===== src/rtl/rs232in_fifo.sv =====
// rtl/rs232in_fifo.sv - first-word-fall-through receive byte FIFO behind rs232in with sticky overrun.
// Optional RTS hysteresis is compiled in with `define RS232IN_FIFO_FLOWCTRL_EN.
module rs232in_fifo #(
  parameter int DEPTH_LOG2 = 4,
  parameter int HIGH_WATER = 12,
  parameter int LOW_WATER  = 4
) (
  input  logic                  clock,
  input  logic                  rst,
  input  logic                  rs232in_attention,
  input  logic [7:0]            rs232in_data,
  input  logic                  rd,
  output logic                  rd_valid,
  output logic [7:0]            rd_data,
  output logic [DEPTH_LOG2:0]   count,
  output logic                  overrun,
  input  logic                  overrun_clr,
  output logic                  rts_n
);

  localparam int DEPTH = 2 ** DEPTH_LOG2;
  localparam logic [DEPTH_LOG2:0] FULL_LEVEL = {1'b1, {DEPTH_LOG2{1'b0}}};
  localparam logic [DEPTH_LOG2:0] ONE        = {{DEPTH_LOG2{1'b0}}, 1'b1};
  localparam logic [DEPTH_LOG2:0] ZERO       = '0;

  if (LOW_WATER >= HIGH_WATER) begin : g_bad_water_marks
  end

  logic [7:0]            mem [DEPTH];
  logic [DEPTH_LOG2:0]   wr_ptr;
  logic [DEPTH_LOG2:0]   rd_ptr;
  logic [DEPTH_LOG2:0]   wr_ptr_n;
  logic [DEPTH_LOG2:0]   rd_ptr_n;
  logic [DEPTH_LOG2:0]   count_n;
  logic [7:0]            head_n;
  logic                  full;
  logic                  pop;
  logic                  push;
  logic                  drop;

  always_comb begin
    full     = (count == FULL_LEVEL);
    pop      = rd & rd_valid;
    push     = rs232in_attention & (~full | pop);
    drop     = rs232in_attention & full & ~pop;
    wr_ptr_n = push ? wr_ptr + ONE : wr_ptr;
    rd_ptr_n = pop  ? rd_ptr + ONE : rd_ptr;
    count_n  = count;
    case ({push, pop})
      2'b10:   count_n = count + ONE;
      2'b01:   count_n = count - ONE;
      default: count_n = count;
    endcase
    // The incoming byte becomes the head only when it lands in the slot the read pointer moves to.
    if (push && (wr_ptr[DEPTH_LOG2-1:0] == rd_ptr_n[DEPTH_LOG2-1:0]))
      head_n = rs232in_data;
    else
      head_n = mem[rd_ptr_n[DEPTH_LOG2-1:0]];
  end

  always_ff @(posedge clock) begin
    if (!rst && push)
      mem[wr_ptr[DEPTH_LOG2-1:0]] <= rs232in_data;
  end

  always_ff @(posedge clock) begin
    if (rst) begin
      wr_ptr   <= ZERO;
      rd_ptr   <= ZERO;
      count    <= ZERO;
      rd_valid <= 1'b0;
      rd_data  <= 8'h00;
      overrun  <= 1'b0;
    end else begin
      wr_ptr   <= wr_ptr_n;
      rd_ptr   <= rd_ptr_n;
      count    <= count_n;
      rd_valid <= (count_n != ZERO);
      if (count_n != ZERO)
        rd_data <= head_n;
      if (drop)
        overrun <= 1'b1;
      else if (overrun_clr)
        overrun <= 1'b0;
    end
  end

`ifdef RS232IN_FIFO_FLOWCTRL_EN
  localparam logic [DEPTH_LOG2:0] HIGH_LEVEL = HIGH_WATER[DEPTH_LOG2:0];
  localparam logic [DEPTH_LOG2:0] LOW_LEVEL  = LOW_WATER[DEPTH_LOG2:0];

  always_ff @(posedge clock) begin
    if (rst)
      rts_n <= 1'b0;
    else if (count_n >= HIGH_LEVEL)
      rts_n <= 1'b1;
    else if (count_n <= LOW_LEVEL)
      rts_n <= 1'b0;
  end
`else
  assign rts_n = 1'b0;
`endif

endmodule

===== config.mk =====
export PLATFORM = sky130hd
export DESIGN_NAME = rs232in_fifo
export DESIGN_NICKNAME = d
export VERILOG_FILES = /design/src/rtl/rs232in_fifo.sv
export SDC_FILE = /design/constraint.sdc
export NUM_CORES = 1
export LEC_CHECK = 0
export ABC_CLOCK_PERIOD_IN_PS = 5300
export CAP_MARGIN = 30
export CORE_MARGIN = 3
export CORE_UTILIZATION = 30
export DETAILED_ROUTE_END_ITERATION = 7
export GPL_ROUTABILITY_DRIVEN = 0
export PLACE_DENSITY_LB_ADDON = 0.12
export SYNTH_ARGS = -nofsm -noshare
export SYNTH_HDL_FRONTEND = slang
export SYNTH_SLANG_ARGS = --single-unit

===== constraint.sdc =====
create_clock -name clock -period 5.3 [get_ports clock]
set_input_delay 0.795 -clock clock [delete_from_list [all_inputs] [get_ports clock]]
set_output_delay 0.795 -clock clock [all_outputs]
set_load 0.005 [all_outputs]

==> out/results.ini, run 1 <==
[clock_network]
insertion_delay_ns=0.43
postCtsSetupBuffers=0
cts_buffers=17
cts_resized=0
clockRootBuffer=clkbuf_16
htreeDepth=4
cts.sinks=151
cts_hold_buf=0
cts_tree=done
path_clk_slew_ns=0.06
cts_buffer_depth=2

[sta]
relSlewSlack=0.402
setup_viol=0
min_period_ns=3.60
slew_violations=0
period_share=0.679
timing.hold.ws_ns=0.482
fin_ws_ns=1.70
fmax_ghz=0.278
rsz0062_at_grt=no
tns_ns=0
worst_slew_pin_slew_ns=0.892
fin_worst_skew_ns=0.0108
hold_violations=0

[critical_path]
crit_path_start_kind=input port
critical_path_class=input port to flop
cp.required_ns=5.59
r2r_start=rd_valid
crit_fanout=11
crit_start=rs232in_attention
arrival_ns=3.89
crit_path_end_kind=flop

[final_layout]
areaGrowthSynthToFinish_pct=17.5
nets=496
drive_gt1_frac=0.151
final_cell_area_um2=7560
fillers=1941
seq_area_um2=4300
multi_input_area_um2=2010
antennaDiodeCount=0
instances_no_fill=760

[yosys]
synth-seq-cells=151
syn-cell-area_um2=6430
syn_avg_cell_area_um2=14.6
ys_warn_count=0
synth-edff-count=128
synthTopCellsByArea=edfxtp_1 60%, dfxtp_1 7.2%, mux2i_1 4.4%, mux2_2 3.2%, nand2_1 2.2%
yosysMostFrequentCell=edfxtp_1
synth-main-ff-cell=edfxtp_1
yosysTopAreaCell=edfxtp_1
synth_cell_types=56
async_flop_share=0
syn-num-nets=460
ys_top_cells_by_count=128 x edfxtp_1, 37 x nand2_1, 28 x mux2i_1, 28 x nor2_1, 23 x dfxtp_1
synth_top_area_frac=0.598
yosysSeqAreaShare=0.669
synthCells=441

[power_and_ir_drop]
intPower_w=0.00213
pwr-share-comb=0.149
ir_drop_v=0.000221
p_seq_frac=0.470
p_leak_nw=2.59
p_switching_w=0.000753
switching_share=0.261
p_clk_frac=0.381
powerDensity_nw_per_um2=382

[hold_path]
hp-class=flop to flop
hp-start=rd_data[1]

[die]
dieHeight_um=152
rows=52
ios=29
core_um2=20600
die_w_um=152
fp.dieArea_um2=23200
initial_core_util=0.312

[global_routing]
grt_max_degree=27
grt-ovfl-total=0
antenna_found_initial=0
grt_first_pass_wirelength_um=23100
grt_pass1_vias=3628
grt_use_total=0.134

[outcome]
status=complete, no violations

[placement]
io_buffer_count=27
dpl.cell_count=728
place_ws_ns=1.31
place_area_um2=7020
post-dp-hpwl_um=9760

[routing]
wire_per_inst_um=20.1
drc=0
dr.pass1.iters=4
via_per_inst=4.81
vias=3657
drtAntennaViolNets=0
initialDrtViolationCount=241
drt-total-wl_um=15300

[flow_run]
maxCapViolCount=0

-- flip-flops by register name (all words and copies together) (netlist names) --
register	cells
count	5
mem	128
overrun	1
rd_data	8
rd_ptr	4
rd_valid	1
wr_ptr	4
-- area by class of cell --
cell class	count	area share
clock inverters	13	0.0132
well taps	270	0.0447
inverters	6	0.00298
repair buffers	38	0.0467
multi-input cells	263	0.266
flip-flops and latches	151	0.570
clock buffers	19	0.0573
-- critical path, cell delays in order --
cell and delay [ns]:
clkdlybuf4s50_1 0.64, and3b_1 0.28, xor2_1 0.17, ha_1 0.24, or4_1 0.41, nor3_1 0.21
o21a_1 0.18, o21ai_1 0.13, nor3_2 0.52, nand3b_1 0.19, o211ai_1 0.12
-- logic make-up after synthesis --
family                   synth area share
AO/OA/AOI/OAI                      0.0938
XOR/XNOR                           0.0241
adder cells (fa/ha/maj)            0.0117
buffers and inverters              0.0212
flip-flops                          0.669
multiplexers                        0.101
other                            0.000583
AND/OR/NAND/NOR                    0.0780
-- layer usage --
metal / wire length (um) / share of wire / GRT usage
met2: 7050 / 0.46 / 0.201
met1: 7450 / 0.49 / 0.188
met3: 705 / 0.046 / 0.0460
met5: 0 / 0 / 0
met4: 93 / 0.0061 / 0.0344
-- placed cells by master (no fill, tap or decap), drive strengths merged, types with 6 or more instances in the layout --
| cell | instances |
|---|---|
| a21oi | 17 |
| a22o | 6 |
| a2bb2oi | 7 |
| buf | 11 |
| clkbuf | 19 |
| clkdlybuf4s50 | 27 |
| clkinv | 8 |
| dfxtp | 23 |
| edfxtp | 128 |
| ha | 6 |
| inv | 10 |
| mux2 | 21 |
| mux2i | 28 |
| mux4 | 6 |
| nand2 | 37 |
| nor2 | 28 |
| nor3 | 16 |
| o211ai | 14 |
| o21ai | 6 |
| o2bb2a | 6 |
| xor2 | 10 |
-- through the flow --
| step | util | power, W |
|---|---|---|
| after floorplan | - | 0.00166 |
| after global placement | 0.340 | 0.00182 |
| after detailed placement | 0.341 | 0.00182 |
| after CTS | 0.366 | 0.00293 |
| after global routing | 0.366 | 0.00302 |
| final | 0.366 | 0.00289 |
-- path summary, 6_finish.rpt --
path                      to  slack [ns]  cells after the start
setup / recovery  rd_data[4]        1.70                     11
hold / removal    rd_data[1]        0.48                      2
setup reg to reg  rd_data[4]        2.24                     10
hold reg to reg   rd_data[1]        0.48                      2
-- power groups by stage --
stage | Combinational (W) | Clock [W] | Sequential [W]
5_1_grt | 0.000473 | 0.00118 | 0.00136
4_1_cts | 0.000441 | 0.00113 | 0.00136
6_report | 0.000430 | 0.00110 | 0.00136
3_5_place_dp | 0.000438 | 0 | 0.00138
2_1_floorplan | 0.000280 | 0 | 0.00137
3_3_place_gp | 0.000435 | 0 | 0.00138
No activity file was read; power rests on OpenSTA's default activity.
==> inputs of run 2 (changes only) <==
--- a/config.mk
+++ b/config.mk
@@ -5,7 +5,7 @@
 export SDC_FILE = /design/constraint.sdc
 export NUM_CORES = 1
 export LEC_CHECK = 0
-export ABC_CLOCK_PERIOD_IN_PS = 5300
+export ABC_CLOCK_PERIOD_IN_PS = 3600
 export CAP_MARGIN = 30
 export CORE_MARGIN = 3
 export CORE_UTILIZATION = 30
==> constraint.sdc (replaced) <==
create_clock -name clock -period 3.6 [get_ports clock]
set_input_delay 0.54 -clock clock [delete_from_list [all_inputs] [get_ports clock]]
set_output_delay 0.54 -clock clock [all_outputs]
set_load 0.005 [all_outputs]
==> out/results.ini, run 2 (synthesis results as in run 1) <==
[clock_network]
cts_tree=done  ; unchanged
cts_buffer_depth=2  ; unchanged
clockRootBuffer=clkbuf_16  ; unchanged
postCtsSetupBuffers=0  ; unchanged
path_clk_slew_ns=0.07  ; was 0.06 ns
cts_resized=0  ; unchanged
cts.sinks=151  ; unchanged
htreeDepth=4  ; unchanged
cts_buffers=17  ; unchanged
cts_hold_buf=0  ; unchanged
insertion_delay_ns=0.43  ; about the same

[flow_run]
maxCapViolCount=0  ; unchanged

[final_layout]
areaGrowthSynthToFinish_pct=20.7  ; was 17.5%
fillers=1970  ; was 1941
multi_input_area_um2=2000  ; was 2010 um^2
seq_area_um2=4300  ; unchanged
final_cell_mix=128 x edfxtp_1, 37 x nand2_1, 30 x buf_4, 28 x nor2_1, 28 x mux2i_1  ; was 128 x edfxtp_1, 37 x nand2_1, 28 x nor2_1, 28 x mux2i_1, 27 x clkdlybuf4s50_1
largest_reg_flops=128  ; unchanged
nets=516  ; was 496
antennaDiodeCount=0  ; unchanged
drive_gt1_frac=0.188  ; was 0.151
final_common_cell=edfxtp_1  ; unchanged

[die]
fp.dieArea_um2=23200  ; unchanged
core_um2=20600  ; unchanged
initial_core_util=0.312  ; unchanged
dieHeight_um=152  ; unchanged
rows=52  ; unchanged
die_w_um=152  ; unchanged
ios=29  ; unchanged

[critical_path]
cpMostUsedCell=o211ai_1
crit_path_end_kind=flop  ; unchanged
crit_path_start_kind=input port  ; unchanged
arrival_ns=3.22  ; was 3.89 ns
r2r_start=rd_valid  ; unchanged
max_stage_delay_ns=0.48  ; was 0.64 ns
r2r-end=rd_data[2]  ; was rd_data[4]
critical_path_class=input port to flop  ; unchanged
crit_fanout=8  ; was 11
cp.required_ns=3.90  ; was 5.59 ns
worstPathCellList=clkdlybuf4s50_1, and3b_1, xor2_1, ha_1, or4_1, nor3_1, o21a_1, o21ai_1, o311a_4, o211ai_1, o211ai_1  ; was clkdlybuf4s50_1, and3b_1, xor2_1, ha_1, or4_1, nor3_1, o21a_1, o21ai_1, nor3_2, nand3b_1, o211ai_1
worst_path_max_delay_cell=clkdlybuf4s50_1  ; unchanged
r2r_cells=10  ; unchanged
r2r_slack_ns=0.76  ; was 2.24 ns

[global_routing]
grt_use_total=0.138  ; was 0.134
grt_first_pass_wirelength_um=24200  ; was 23100 um
grt-ovfl-total=0  ; unchanged
antenna_found_initial=0  ; unchanged
grt_max_degree=46  ; was 27
grt_pass1_vias=4012  ; was 3628

[hold_path]
holdPathEnd=rd_data[1]  ; unchanged
hp-class=flop to flop  ; unchanged
hp-start=rd_data[1]  ; unchanged
hold_depth=2  ; unchanged

[sta]
fmax_ghz=0.343
setup_viol=0  ; unchanged
relSlewSlack=0.466  ; was 0.402
worst_slew_pin_slew_ns=0.798  ; was 0.892 ns
min_period_ns=2.91
rsz0062_at_grt=no  ; unchanged
fin_worst_skew_ns=0.0122  ; was 0.0108 ns
hold_violations=0  ; unchanged
fin_ws_ns=0.687  ; was 1.70 ns
tns_ns=0  ; unchanged
slew_violations=0  ; unchanged
period_share=0.809

[power_and_ir_drop]
powerDensity_nw_per_um2=567  ; was 382 nW/um^2
total_power_w=0.00440  ; was 0.00289 W
ir_drop_v=0.000317  ; was 0.000221 V
p_leak_nw=2.72  ; was 2.59 nW

[placement]
post-dp-hpwl_um=10000  ; was 9760 um
io_buffer_count=27  ; unchanged
place_ws_ns=0.264  ; was 1.31 ns

[routing]
drt-total-wl_um=15500  ; was 15300 um
vias=3848  ; was 3657
wire_per_inst_um=19.8  ; was 20.1 um
initialDrtViolationCount=295  ; was 241
dr.pass1.iters=5  ; was 4
drtAntennaViolNets=0  ; unchanged
via_per_inst=4.93  ; was 4.81
drc=0  ; unchanged

[outcome]
status=complete, no violations  ; unchanged

run 2: power by group:
part           switching, W  internal [W]  leakage [nW]
logic              0.000336      0.000314          1.09
registers         0.0000464       0.00195          1.34
clock network      0.000821      0.000935         0.288
total               0.00120       0.00320          2.72
run 2: worst max-delay path by stage:
stage | end | cells past startpoint | start
floorplan | rd_data[2] | 11 | rs232in_attention
global placement | rd_data[2] | 11 | rs232in_attention
detailed placement | rd_data[4] | 12 | rs232in_attention
CTS | rd_data[4] | 12 | rs232in_attention
global route | rd_data[2] | 11 | rs232in_attention
finish | rd_data[2] | 11 | rs232in_attention
run 2: area by class of cell:
class / count / area share
flip-flops and latches: 151 / 0.554
multi-input cells: 263 / 0.257
repair buffers: 58 / 0.0664
clock buffers: 17 / 0.0548
well taps: 270 / 0.0435
clock inverters: 15 / 0.0209
inverters: 6 / 0.00290
run 2: layer usage:
metal / part of all wire / vias to the layer above / GRT usage
met5: 0 / - / 0
li1: - / 1810 / -
met3: 0.039 / 19 / 0.0312
met2: 0.46 / 69 / 0.211
met1: 0.48 / 1950 / 0.194
met4: 0.020 / 0 / 0.0492
run 2: stage by stage:
stage,hold slack [ns],instances,util,cell area (um^2)
after detailed placement,0.481,748,0.348,7180
final,0.485,780,0.376,7760
after CTS,0.494,780,0.376,7760
after floorplan,0.473,441,-,6430
after global placement,0.475,748,0.348,7180
after global routing,0.508,780,0.376,7760
run 2: critical path: cells and delay by family:
family / cells / cell delay [ns]
AOI/OAI and AO/OA: 5 / 0.92
and+or+nand+nor: 3 / 0.87
adders and majority gates: 1 / 0.25
xor gates and xnor gates: 1 / 0.16
buffers and inverters: 1 / 0.48
